[src/rtl/mssd_pkg.sv]
// mssd_pkg: shared state encoding and widths for the frame controller
package mssd_pkg;
    localparam int HDR_W  = 6;
    localparam int CNT_W  = 7;
    localparam int NPORTS = 4;
    typedef enum logic [2:0] {IDLE, SYNC, HEADER, PAYLOAD, DONE} state_t;
endpackage

[src/rtl/mssd_hdr_shift.sv]
// mssd_hdr_shift: LSB-first header shift register
//   clk, rst (async active-low clear), en (shift enable), d (serial bit), q (captured header)
module mssd_hdr_shift
    import mssd_pkg::*;
(
    input  logic             clk,
    input  logic             rst,
    input  logic             en,
    input  logic             d,
    output logic [HDR_W-1:0] q
);
    always_ff @(posedge clk or negedge rst)
        if (!rst) q <= '0;
        else if (en) q <= {d, q[HDR_W-1:1]};
endmodule

[src/rtl/mssd_frame_ctrl.sv]
// mssd_frame_ctrl: serial frame receiver steering payload bits to one of four ports
//   clk, rst (async active-low), serIn (serial stream), en (advance enable)
//   hdr (captured header: [1:0] port, [5:2] count), po/pv (per-port data/valid)
//   busy (not idle), done (frame complete)
module mssd_frame_ctrl
    import mssd_pkg::*;
#(
    parameter int MULT_SHIFT = 3
) (
    input  logic              clk,
    input  logic              rst,
    input  logic              serIn,
    input  logic              en,
    output logic [HDR_W-1:0]  hdr,
    output logic [NPORTS-1:0] po,
    output logic [NPORTS-1:0] pv,
    output logic              busy,
    output logic              done
);
    state_t            state, state_nx;
    logic [2:0]        hdr_cnt;
    logic [CNT_W-1:0]  pay_cnt, len;
    logic [3:0]        cnt_nx;
    logic [NPORTS-1:0] sel;
    // count field as it will read after the bit being shifted in this cycle
    assign cnt_nx = {serIn, hdr[HDR_W-1:3]};
    assign len    = CNT_W'(hdr[HDR_W-1:2]) << MULT_SHIFT;
    assign sel    = NPORTS'(1) << hdr[1:0];
    assign busy   = state != IDLE;
    assign done   = state == DONE;
    mssd_hdr_shift u_shift (
        .clk(clk),
        .rst(rst),
        .en (en && state == HEADER),
        .d  (serIn),
        .q  (hdr)
    );
    always_comb begin
        state_nx = state;
        if (en)
            case (state)
                IDLE:    state_nx = serIn ? SYNC : IDLE;
                SYNC:    state_nx = serIn ? SYNC : HEADER;
                HEADER:  state_nx = hdr_cnt >= 3'd5 ? (cnt_nx != 4'd0 ? PAYLOAD : DONE) : HEADER;
                // >= so a corrupted counter still terminates the frame
                PAYLOAD: state_nx = pay_cnt >= len - CNT_W'(1) ? DONE : PAYLOAD;
                default: state_nx = IDLE;
            endcase
    end
    always_ff @(posedge clk or negedge rst)
        if (!rst) begin
            state   <= IDLE;
            hdr_cnt <= '0;
            pay_cnt <= '0;
            pv      <= '0;
            po      <= '0;
        end else begin
            pv <= '0;
            po <= '0;
            if (en) begin
                state   <= state_nx;
                hdr_cnt <= state == HEADER ? hdr_cnt + 3'd1 : 3'd0;
                pay_cnt <= state == PAYLOAD ? pay_cnt + CNT_W'(1) : CNT_W'(0);
                if (state == PAYLOAD) begin
                    pv <= sel;
                    po <= serIn ? sel : '0;
                end
            end
        end
endmodule

[config.mk]
export PLATFORM = sky130hd
export DESIGN_NAME = mssd_frame_ctrl
export DESIGN_NICKNAME = d
export VERILOG_FILES = /design/src/rtl/mssd_pkg.sv /design/src/rtl/mssd_hdr_shift.sv /design/src/rtl/mssd_frame_ctrl.sv
export SDC_FILE = /design/constraint.sdc
export NUM_CORES = 1
export LEC_CHECK = 0
export BUFFER_PORTS_ARGS = -buffer_cell sky130_fd_sc_hd__buf_2
export CAP_MARGIN = 30
export CORE_MARGIN = 10
export CORE_UTILIZATION = 35
export DETAILED_ROUTE_END_ITERATION = 10
export SLEW_MARGIN = 20
export SYNTH_ARGS = -nofsm -noshare
export SYNTH_HDL_FRONTEND = slang
export SYNTH_HIERARCHICAL = 1
export SYNTH_SLANG_ARGS = --single-unit
export TNS_END_PERCENT = 20
[constraint.sdc]
create_clock -name clk -period 3.05 [get_ports clk]
set_input_delay 0.1525 -clock clk [delete_from_list [all_inputs] [get_ports clk]]
set_output_delay 0.1525 -clock clk [all_outputs]
set_load 0.05 [all_outputs]
==> results by group, run 1 <==
Yosys
  • Synth Instances: 121
  • Synthesized area: 1370 um^2
  • Synth Flop Type: dfrtp_1
  • Count leader, synth: dfrtp_1
  • Syn_nets: 133
  • Dominant cells by area after synthesis: dfrtp_1 (49%), ha_1 (7.3%), mux2_4 (6.6%), nand2_1 (3.6%), o21ai_0 (2.9%)
  • Synth area leader: dfrtp_1
  • Post-synth ARST share: 100%
  • YS warnings: 6
  • Post-synth EDFFs: 0
  • Yosys top cell area share: 49.4%
  • Unique cell type count in the Yosys netlist: 37
  • Yosys reg bits: 27
  • Sequential-to-total area share from yosys stat: 49.4%
  • Syn avg cell area: 11.3 um^2
  • Most frequent cells after synthesis: dfrtp_1 (27), nand2_1 (13), ha_1 (8), o21ai_0 (8)

Clock tree
  • PostCTS Resize Cnt: 0
  • Hold buffer count at cts: 1
  • Setup Buffers After CTS: 0
  • CTS clk-pin slew, worst paths: 0.09 ns
  • CTS Buf Count: 3
  • Clock Tree Root: clkbuf_8
  • Clk Latency, worst-skew pair: 0.27 ns
  • CTS H-tree depth: 1
  • Clk sinks: 27
  • CTS tree: built
  • Deepest clock path buffer count: 2

Global route
  • Gr usage total: 8.58%
  • Global-route wire length before repair: 4.67 mm
  • Gr ovfl total: 0
  • Vias in the first global route: 937
  • Initial antenna violation count: 0
  • Largest net degree at the start of global routing: 28

Timing
  • Final setup fails: 0
  • Max_slew headroom: 59.6%
  • Clk_skew: 0.00260 ns
  • Max frequency: 507 MHz
  • Tmin final: 1.97 ns
  • Least-Margin Pin Slew: 0.606 ns
  • Min setup slack post-route: 1.08 ns
  • Fin crit share: 64.6%
  • Final Slew Violations: 0
  • Fin Setup TNS: 0 ns
  • RSZ-0062 raised after global routing: false
  • Hold Violations, Final: 0

Min path
  • Min-delay src: serIn
  • Min-Delay Path Class: input port to flip-flop

Die
  • Initial Utilization: 36.8%
  • Top Ports: 20
  • Die ar.: 6810 um^2
  • Die height: 82.5 um
  • Chip width: 82.5 um
  • Core area: 3720 um^2
  • Site Rows: 22

Placement
  • Number of port buffers: 19
  • Pre-CTS setup slack: 1.09 ns
  • GPL Wtd Cong: 0.795
  • HPWL Detailed: 2.04 mm

Critical path
  • Crit end category: flip-flop
  • Worst path most repeated cell: ha_1
  • CP peak stage delay: 0.48 ns
  • Delay-heaviest family, CP: flip-flops
  • Crit path cell chain: inv_1, ha_1, xnor2_1, ha_1, nand2_1, or3_1, o211ai_1, o221ai_1
  • Setup crit start: u_shift/q[3]
  • CP arrival: 2.11 ns
  • CP required: 3.19 ns
  • Buf+Inv Stages, Crit Path: 1
  • Crit path max-delay cell type: dfrtp_1
  • Critical path type: flip-flop to flip-flop
  • CP Launch Type: flip-flop
  • R2R Path Start: u_shift/q[3]
  • CP max FO: 6

Detailed routing
  • Post-route DRC: 0
  • Antenna Nets Post-Route: 0
  • First-pass detailed-route iteration total: 4
  • Via Count: 983
  • WL/cell: 14.3 um
  • Initial DRC Count: 89
  • Total Wirelength: 2.71 mm
  • Vias/cell: 5.17

Pwr
  • Comb pwr share: 11.7%
  • Int Pwr: 0.513 mW
  • Tot Pwr: 0.716 mW
  • Clock group share of total power: 28.6%
  • P_leak: 0.750 nW
  • Peak VDD IR: 0.470 mV
  • Sw Share: 28.3%
  • Switching power: 0.203 mW
  • P per Cell Area: 458 nW/um^2
  • Seq pwr share: 59.7%

Status
  • Status: finished clean

Finish
  • Fin nets: 155
  • ANT cells: 0
  • Final core occ: 42.0%
  • Layout cells sized above 1: 25.4%
  • Area Overhead vs Synth: 14.1%

Flow run
  • MaxCap Viol Count: 0
-- layout make-up --
class | instances | area (um^2)
Clock inverter | 1 | 7.51
Multi-Input combinational cell | 86 | 653
Sequential cell | 27 | 676
Timing Repair Buffer | 20 | 105
Tap cell | 48 | 60.1
Clock buffer | 3 | 41.3
Fill cell | 355 | 2150
Inverter | 5 | 18.8
-- per-stage QoR --
step / cell area, um^2 / hold WS [ns] / instances
floorplan: 1370 / -0.143 / 121
global placement: 1500 / 0.184 / 185
detailed placement: 1500 / 0.192 / 185
CTS: 1560 / 0.223 / 190
global route: 1560 / 0.218 / 190
finish: 1560 / 0.231 / 190
-- layout by cell type (no fill, tap or decap), types with 2 or more instances in the layout --
cell	synthesis	layout
a21oi_1	4	4
a31oi_1	2	2
and3_1	2	2
buf_2	2	19
clkbuf_8	0	3
dfrtp_1	27	27
ha_1	8	8
inv_1	3	3
inv_2	2	2
mux2_4	6	6
mux2i_1	3	3
nand2_1	13	13
nand2b_1	2	2
nand4_1	2	2
nor2_1	6	6
nor3_1	4	4
o211ai_1	3	3
o21ai_0	8	8
o21ai_1	3	3
or3_1	2	2
xnor2_1	2	2
-- logic make-up after synthesis --
logic type	share of synthesized area, %
adder cells (fa/ha/maj)	7.31
XOR/XNOR	1.28
buffers and inverters	2.93
flip-flops	49.4
AND/OR/NAND/NOR	17.6
AO/OA/AOI/OAI	12.7
multiplexers	8.78
-- flip-flops by register name, summed over array words and instances, names as in the netlist --
signal	count
hdr_cnt	3
pv	4
pay_cnt	7
u_shift/q	6
po	4
state	3
-- power by group through the flow --
stage | registers [mW] | clock network (mW) | logic (mW)
3_3_place_gp | 0.433 | 0 | 0.0834
6_report | 0.428 | 0.205 | 0.0837
2_1_floorplan | 0.429 | 0 | 0.0549
5_1_grt | 0.435 | 0.228 | 0.0989
4_1_cts | 0.425 | 0.213 | 0.0846
3_5_place_dp | 0.432 | 0 | 0.0832
-- worst paths after layout --
check	endpoint	depth (start not counted)	slack (ns)
max in group asynchronous	u_shift/q[0]	2	2.24
max	state[0]	8	1.08
min reg2reg	pay_cnt[6]	1	0.50
min in group asynchronous	po[3]	2	0.41
min	u_shift/q[5]	2	0.23
max reg2reg	state[0]	8	1.08
-- worst register-to-register path, stage by stage (launching register included) --
cell and delay, ns:
dfrtp_1 0.48, inv_1 0.08, ha_1 0.19, xnor2_1 0.13, ha_1 0.28, nand2_1 0.06, or3_1 0.34, o211ai_1 0.14
o221ai_1 0.15
-- layer usage --
metal  vias to the layer above  global-route usage (%)  wire length (um)
met1                       470                    11.3              1280
met2                        26                    13.3              1210
met5                         -                       0                 0
li1                        485                       -                 -
met3                         2                    3.24               206
met4                         0                    1.51                11
Note: power is estimated with default switching activity, not from simulation.
==> run 2, diff against run 1 <==
==> constraint.sdc (replaced) <==
create_clock -name clk -period 1.6 [get_ports clk]
set_input_delay 0.08 -clock clk [delete_from_list [all_inputs] [get_ports clk]]
set_output_delay 0.08 -clock clk [all_outputs]
set_load 0.05 [all_outputs]
==> run 2 against run 1 <==
Compared with the run above:
- the run now ends with negative setup slack left
- clock-buffer cell count did not move
- routed wire length rose by 8.7%
- maximum frequency rose by 8.3%
- clock power rose by 86%
- cell area rose by 6.2%
- global-route usage rose by 0.26 points
- first-iteration DRC count rose by 45%
- via count rose by 6.9%
==> results by group, run 2 (synthesis results as in run 1) <==
Pwr
  • Peak VDD IR: 0.389 mV
  • Seq pwr share: 56.3%
  • Sw Share: 28.5%
  • Clock group share of total power: 26.8%
  • Switching power: 0.404 mW
  • Comb pwr share: 16.9%
  • Int Pwr: 1.01 mW
  • P per Cell Area: 856 nW/um^2
  • P_leak: 0.791 nW

Finish
  • Largest regs: pay_cnt: 7 flops, u_shift/q: 6 flops
  • ANT cells: 0
  • Commonest non-fill, non-tap cell in the layout: dfrtp_1
  • Fin nets: 163
  • Top reg by flops: pay_cnt
  • Area Overhead vs Synth: 21.1%
  • Commonest non-fill, non-tap cells in the layout: dfrtp_1 (24), buf_2 (19), nand2_1 (13)
  • Largest register FFs: 7
  • Final core occ: 44.6%
  • Layout cells sized above 1: 35.3%

Clock tree
  • Deepest clock path buffer count: 2
  • Setup Buffers After CTS: 0
  • CTS Buf Count: 3
  • Clock Tree Root: clkbuf_8
  • CTS H-tree depth: 1
  • CTS tree: built
  • Clk Latency, worst-skew pair: 0.27 ns
  • CTS clk-pin slew, worst paths: 0.09 ns
  • Clk sinks: 27

Placement
  • HPWL Detailed: 2.22 mm
  • GPL Wtd Cong: 0.800
  • Pre-CTS setup slack: -0.219 ns
  • Number of port buffers: 19

Critical path
  • CP required: 1.73 ns
  • CP Launch Type: flip-flop
  • Crit end category: flip-flop
  • CP arrival: 1.95 ns
  • CP max FO: 3
  • Worst R2R Setup Slack: -0.22 ns
  • Critical path type: flip-flop to flip-flop

Detailed routing
  • Initial DRC Count: 129
  • Vias/cell: 5.31
  • Post-route DRC: 0
  • Via Count: 1051
  • First-pass detailed-route iteration total: 5
  • Total Wirelength: 2.95 mm
  • WL/cell: 14.9 um
  • Antenna Nets Post-Route: 0

Flow run
  • MaxCap Viol Count: 0

Global route
  • Largest net degree at the start of global routing: 28
  • Vias in the first global route: 1020
  • Global-route wire length before repair: 4.83 mm
  • Gr usage total: 8.84%
  • Initial antenna violation count: 0
  • Gr ovfl total: 0

Timing
  • Tmin final: 1.82 ns
  • Final Slew Violations: 0
  • Least-Margin Pin Slew: 0.597 ns
  • RSZ-0062 raised after global routing: true
  • Min setup slack post-route: -0.219 ns
  • Max_slew headroom: 60.2%
  • Hold WS: 0.160 ns
  • Max frequency: 550 MHz
  • Final setup fails: 3
  • Fin crit share: 114%
  • Hold Violations, Final: 0
  • Clk_skew: 0.00387 ns

Die
  • Top Ports: 20
  • Core area: 3720 um^2
  • Chip width: 82.5 um
  • Die height: 82.5 um
  • Die ar.: 6810 um^2
  • Site Rows: 22
  • Initial Utilization: 36.8%

Status
  • Status: finished, violations left
  • Failing checks: negative setup slack

Min path
  • Min-Delay Path Class: input port to flip-flop
## run 2: cell types whose count changed in the layout (fill, tap and decap cells not counted), sizes merged
cell and delta:
buf +8, clkinv +1, clkinvlp -1
## run 2: worst paths after layout
path | endpoint | cells past startpoint | from
worst min register to register | pay_cnt[6] | 1 | pay_cnt[6]
worst max register to register | state[0] | 7 | u_shift/q[3]
worst max-delay path | state[0] | 7 | u_shift/q[3]
max in group asynchronous | u_shift/q[4] | 2 | rst
worst min-delay path | pay_cnt[1] | 3 | en
min in group asynchronous | pv[0] | 2 | rst
## run 2: critical path: stages (launching register included)
cell and delay [ns]:
dfrtp_2 0.44, nor3_2 0.17, xnor2_1 0.09, ha_1 0.30
nand2_1 0.07, or3_1 0.30, o211ai_1 0.15, o221ai_1 0.16
## run 2: layer usage
layer	share of wire [%]	global-route usage, %	wire, um
met1	43	10.6	1260
met4	0.37	1.00	11
met2	51	16.0	1490
met3	6.4	2.16	190
met5	0	0	0
## run 2: what timing repair did
action                     4_1_cts  5_1_grt
setup endpoints to repair        3        3
hold buffers                     1        0
pin swaps                        4        0
hold endpoints to repair        27        0
resized for setup                1        0
gates cloned                     0        0
## run 2: area by class of cell
cell class / instances / area, um^2
Clock buffer: 3 / 41.3
Inverter: 5 / 18.8
Timing Repair Buffer: 28 / 165
Clock inverter: 1 / 5.00
Sequential cell: 27 / 679
Fill cell: 349 / 2060
Tap cell: 48 / 60.1
Multi-Input combinational cell: 86 / 688
## run 2: metrics by stage
| step | cell area [um^2] | TNS, ns | cells | total power, mW |
|---|---|---|---|---|
| 2_1_floorplan | 1400 | -1.08 | 121 | 0.931 |
| 3_3_place_gp | 1600 | -0.372 | 193 | 1.03 |
| 3_5_place_dp | 1600 | -0.551 | 193 | 1.04 |
| 4_1_cts | 1660 | -0.548 | 198 | 1.43 |
| 5_1_grt | 1660 | -0.802 | 198 | 1.50 |
| 6_report | 1660 | -0.558 | 198 | 1.42 |
## run 2: power groups by stage
stage	sequential [mW]	clock [mW]	combinational [mW]
floorplan	0.822	0	0.109
global placement	0.810	0	0.219
detailed placement	0.811	0	0.230
CTS	0.799	0.391	0.240
global route	0.807	0.417	0.277
finish	0.799	0.381	0.240
==> run 3, diff against run 2 <==
--- a/config.mk
+++ b/config.mk
@@ -5,11 +5,15 @@
 export SDC_FILE = /design/constraint.sdc
 export NUM_CORES = 1
 export LEC_CHECK = 0
+export ABC_AREA = 1
 export BUFFER_PORTS_ARGS = -buffer_cell sky130_fd_sc_hd__buf_2
 export CAP_MARGIN = 30
+export CELL_PAD_IN_SITES_DETAIL_PLACEMENT = 1
+export CELL_PAD_IN_SITES_GLOBAL_PLACEMENT = 2
 export CORE_MARGIN = 10
-export CORE_UTILIZATION = 35
+export CORE_UTILIZATION = 30
 export DETAILED_ROUTE_END_ITERATION = 10
+export PLACE_DENSITY_LB_ADDON = 0.1
 export SLEW_MARGIN = 20
 export SYNTH_ARGS = -nofsm -noshare
 export SYNTH_HDL_FRONTEND = slang
==> run 3 against run 2 <==
Compared with the run above:
- the run still ends with negative setup slack left
- clock power grew 5.5%
- sequential share of layout area is 1.3 points lower
- global-route usage up 1.3 points
- clock skew barely moved
- critical path type unchanged
- critical endpoint is now state[2]
==> results by group, run 3 <==
Critical path
  • Crit path max-delay cell type: dfrtp_2
  • CP peak stage delay: 0.44 ns
  • Crit path cell chain: nor2_4, nand2_2, xor2_1, ha_1, nand2_1, inv_1, a21oi_2, nand2_1, nand2_1, nand2_1, nand2_1, nand2_1
  • Worst path most repeated cell: nand2_1
  • CP arrival: 1.89 ns
  • CP required: 1.77 ns
  • Critical path type: flip-flop to flip-flop
  • CP max FO: 3
  • CP Launch Type: flip-flop
  • Crit end category: flip-flop

Pwr
  • Seq pwr share: 37.2%
  • Peak VDD IR: 0.372 mV
  • Switching power: 1.12 mW
  • P_leak: 0.896 nW
  • Sw Share: 45.1%
  • Clock group share of total power: 16.2%
  • Int Pwr: 1.36 mW
  • P per Cell Area: 1450 nW/um^2
  • Comb pwr share: 46.6%

Clock tree
  • Deepest clock path buffer count: 2
  • CTS H-tree depth: 1
  • Setup Buffers After CTS: 0
  • Clk sinks: 27
  • Clk Latency, worst-skew pair: 0.28 ns
  • CTS tree: built
  • CTS Buf Count: 3
  • Clock Tree Root: clkbuf_8
  • CTS clk-pin slew, worst paths: 0.10 ns

Global route
  • Largest net degree at the start of global routing: 28
  • Gr usage total: 10.2%
  • Global-route wire length before repair: 6.27 mm
  • Gr ovfl total: 0
  • Initial antenna violation count: 0
  • Vias in the first global route: 1278

Placement
  • Number of port buffers: 19
  • HPWL Detailed: 2.95 mm
  • Pre-CTS setup slack: -0.116 ns
  • GPL Wtd Cong: 0.738

Finish
  • Largest register FFs: 7
  • Final core occ: 38.5%
  • Area Overhead vs Synth: 21.5%
  • ANT cells: 0
  • Register area: 679 um^2
  • Layout fillers: 538
  • Area of the multi-input gates: 661 um^2
  • Layout cells sized above 1: 27.5%
  • Commonest non-fill, non-tap cells in the layout: nand2_1 (56), dfrtp_1 (24), buf_2 (19)
  • Commonest non-fill, non-tap cell in the layout: nand2_1
  • Largest regs: pay_cnt: 7 flops, u_shift/q: 6 flops
  • Top reg by flops: pay_cnt
  • Fin nets: 213

Yosys
  • YS warnings: 6
  • Synth Instances: 169
  • Yosys top cell area share: 48.0%
  • Synthesized area: 1410 um^2
  • Syn_nets: 181
  • Post-synth ARST share: 100%
  • Count leader, synth: nand2_1
  • Dominant cells by area after synthesis: dfrtp_1 (48%), nand2_1 (15%), ha_1 (7.1%), inv_1 (4.8%), nand3_1 (3.6%)
  • Synth area leader: dfrtp_1
  • Unique cell type count in the Yosys netlist: 23
  • Synth Flop Type: dfrtp_1
  • Most frequent cells after synthesis: nand2_1 (57), dfrtp_1 (27), inv_1 (18)
  • Post-synth EDFFs: 0
  • Syn avg cell area: 8.34 um^2
  • Yosys reg bits: 27
  • Sequential-to-total area share from yosys stat: 48.0%

Detailed routing
  • Antenna Nets Post-Route: 0
  • WL/cell: 14.5 um
  • Via Count: 1195
  • Total Wirelength: 3.65 mm
  • Initial DRC Count: 26
  • First-pass detailed-route iteration total: 4
  • Vias/cell: 4.74
  • Post-route DRC: 0

Timing
  • RSZ-0062 raised after global routing: true
  • Max frequency: 583 MHz
  • Final setup fails: 3
  • Clk_skew: 0.00358 ns
  • Tmin final: 1.71 ns
  • Min setup slack post-route: -0.115 ns
  • Hold Violations, Final: 0
  • Max_slew headroom: 57.5%
  • Final Slew Violations: 0
  • Hold WS: 0.0526 ns
  • Least-Margin Pin Slew: 0.637 ns
  • Fin crit share: 107%

Status
  • Failing checks: negative setup slack
  • Status: finished, violations left

Die
  • Initial Utilization: 31.7%
  • Core area: 4440 um^2
  • Top Ports: 20
  • Die height: 88.5 um
  • Die ar.: 7840 um^2
  • Chip width: 88.5 um
  • Site Rows: 24

Flow run
  • MaxCap Viol Count: 0

Min path
  • Min-Delay Path Class: input port to flip-flop
-- run 3: per-stage QoR --
stage               TNS [ns]  area [um^2]  power (mW)  cells
floorplan             -0.477         1430        1.69    169
global placement      -0.132         1640        2.05    247
detailed placement    -0.291         1640        2.09    247
CTS                   -0.341         1700        2.52    252
global route          -0.632         1710        2.69    252
finish                -0.225         1710        2.48    252
-- run 3: worst paths after layout --
kind | slack (ns) | from | to | depth (start not counted)
worst min register to register | 0.53 | pay_cnt[1] | pay_cnt[1] | 2
worst max-delay path | -0.11 | u_shift/q[3] | state[2] | 12
min in group asynchronous | 0.35 | rst | pv[3] | 2
worst max register to register | -0.11 | u_shift/q[3] | state[2] | 12
worst min-delay path | 0.05 | serIn | u_shift/q[5] | 3
max in group asynchronous | 0.80 | rst | u_shift/q[4] | 2
-- run 3: critical path, delay by kind of cell, from the launching register on --
kind / cells / cell delay (ns)
AO/OA/AOI/OAI: 1 / 0.16
AND/OR/NAND/NOR: 8 / 0.55
XOR/XNOR: 1 / 0.14
buffers and inverters: 1 / 0.05
flip-flops: 1 / 0.44
adder cells (fa/ha/maj): 1 / 0.29
-- run 3: layout make-up --
type | count | area share, %
Clock buffer | 4 | 2.63
Tap cell | 52 | 3.80
Sequential cell | 27 | 39.7
Multi-Input combinational cell | 117 | 38.6
Timing Repair Buffer | 29 | 10.1
Inverter | 23 | 5.19
-- run 3: power groups by stage --
stage	Sequential, mW	Combinational, mW	Clock [mW]
6_report	0.925	1.16	0.402
5_1_grt	0.943	1.30	0.445
4_1_cts	0.926	1.18	0.418
3_5_place_dp	0.939	1.15	0
3_3_place_gp	0.930	1.12	0
2_1_floorplan	1.16	0.532	0
-- run 3: metal layers --
layer / track usage [%] / share of wire (%) / vias to the layer above
li1: - / - / 598
met1: 12.3 / 46 / 583
met2: 17.8 / 50 / 9
met3: 1.93 / 2.6 / 5
met4: 3.08 / 1.3 / 0
met5: 0 / 0 / -
-- run 3: cell families after synthesis --
group | Yosys count | synth area share [%]
compound gates | 10 | 4.17
fa+ha+maj | 8 | 7.11
flops | 27 | 48.0
buf+inv | 25 | 7.55
simple gates | 96 | 31.4
xor+xnor | 3 | 1.87
-- run 3: repair_timing --
item	in CTS	in global routing
endpoints found under the setup margin	3	3
cloned	0	0
pin swaps	1	1
hold endpoints to repair	27	0
gates resized for setup	1	2
hold buffers	1	0
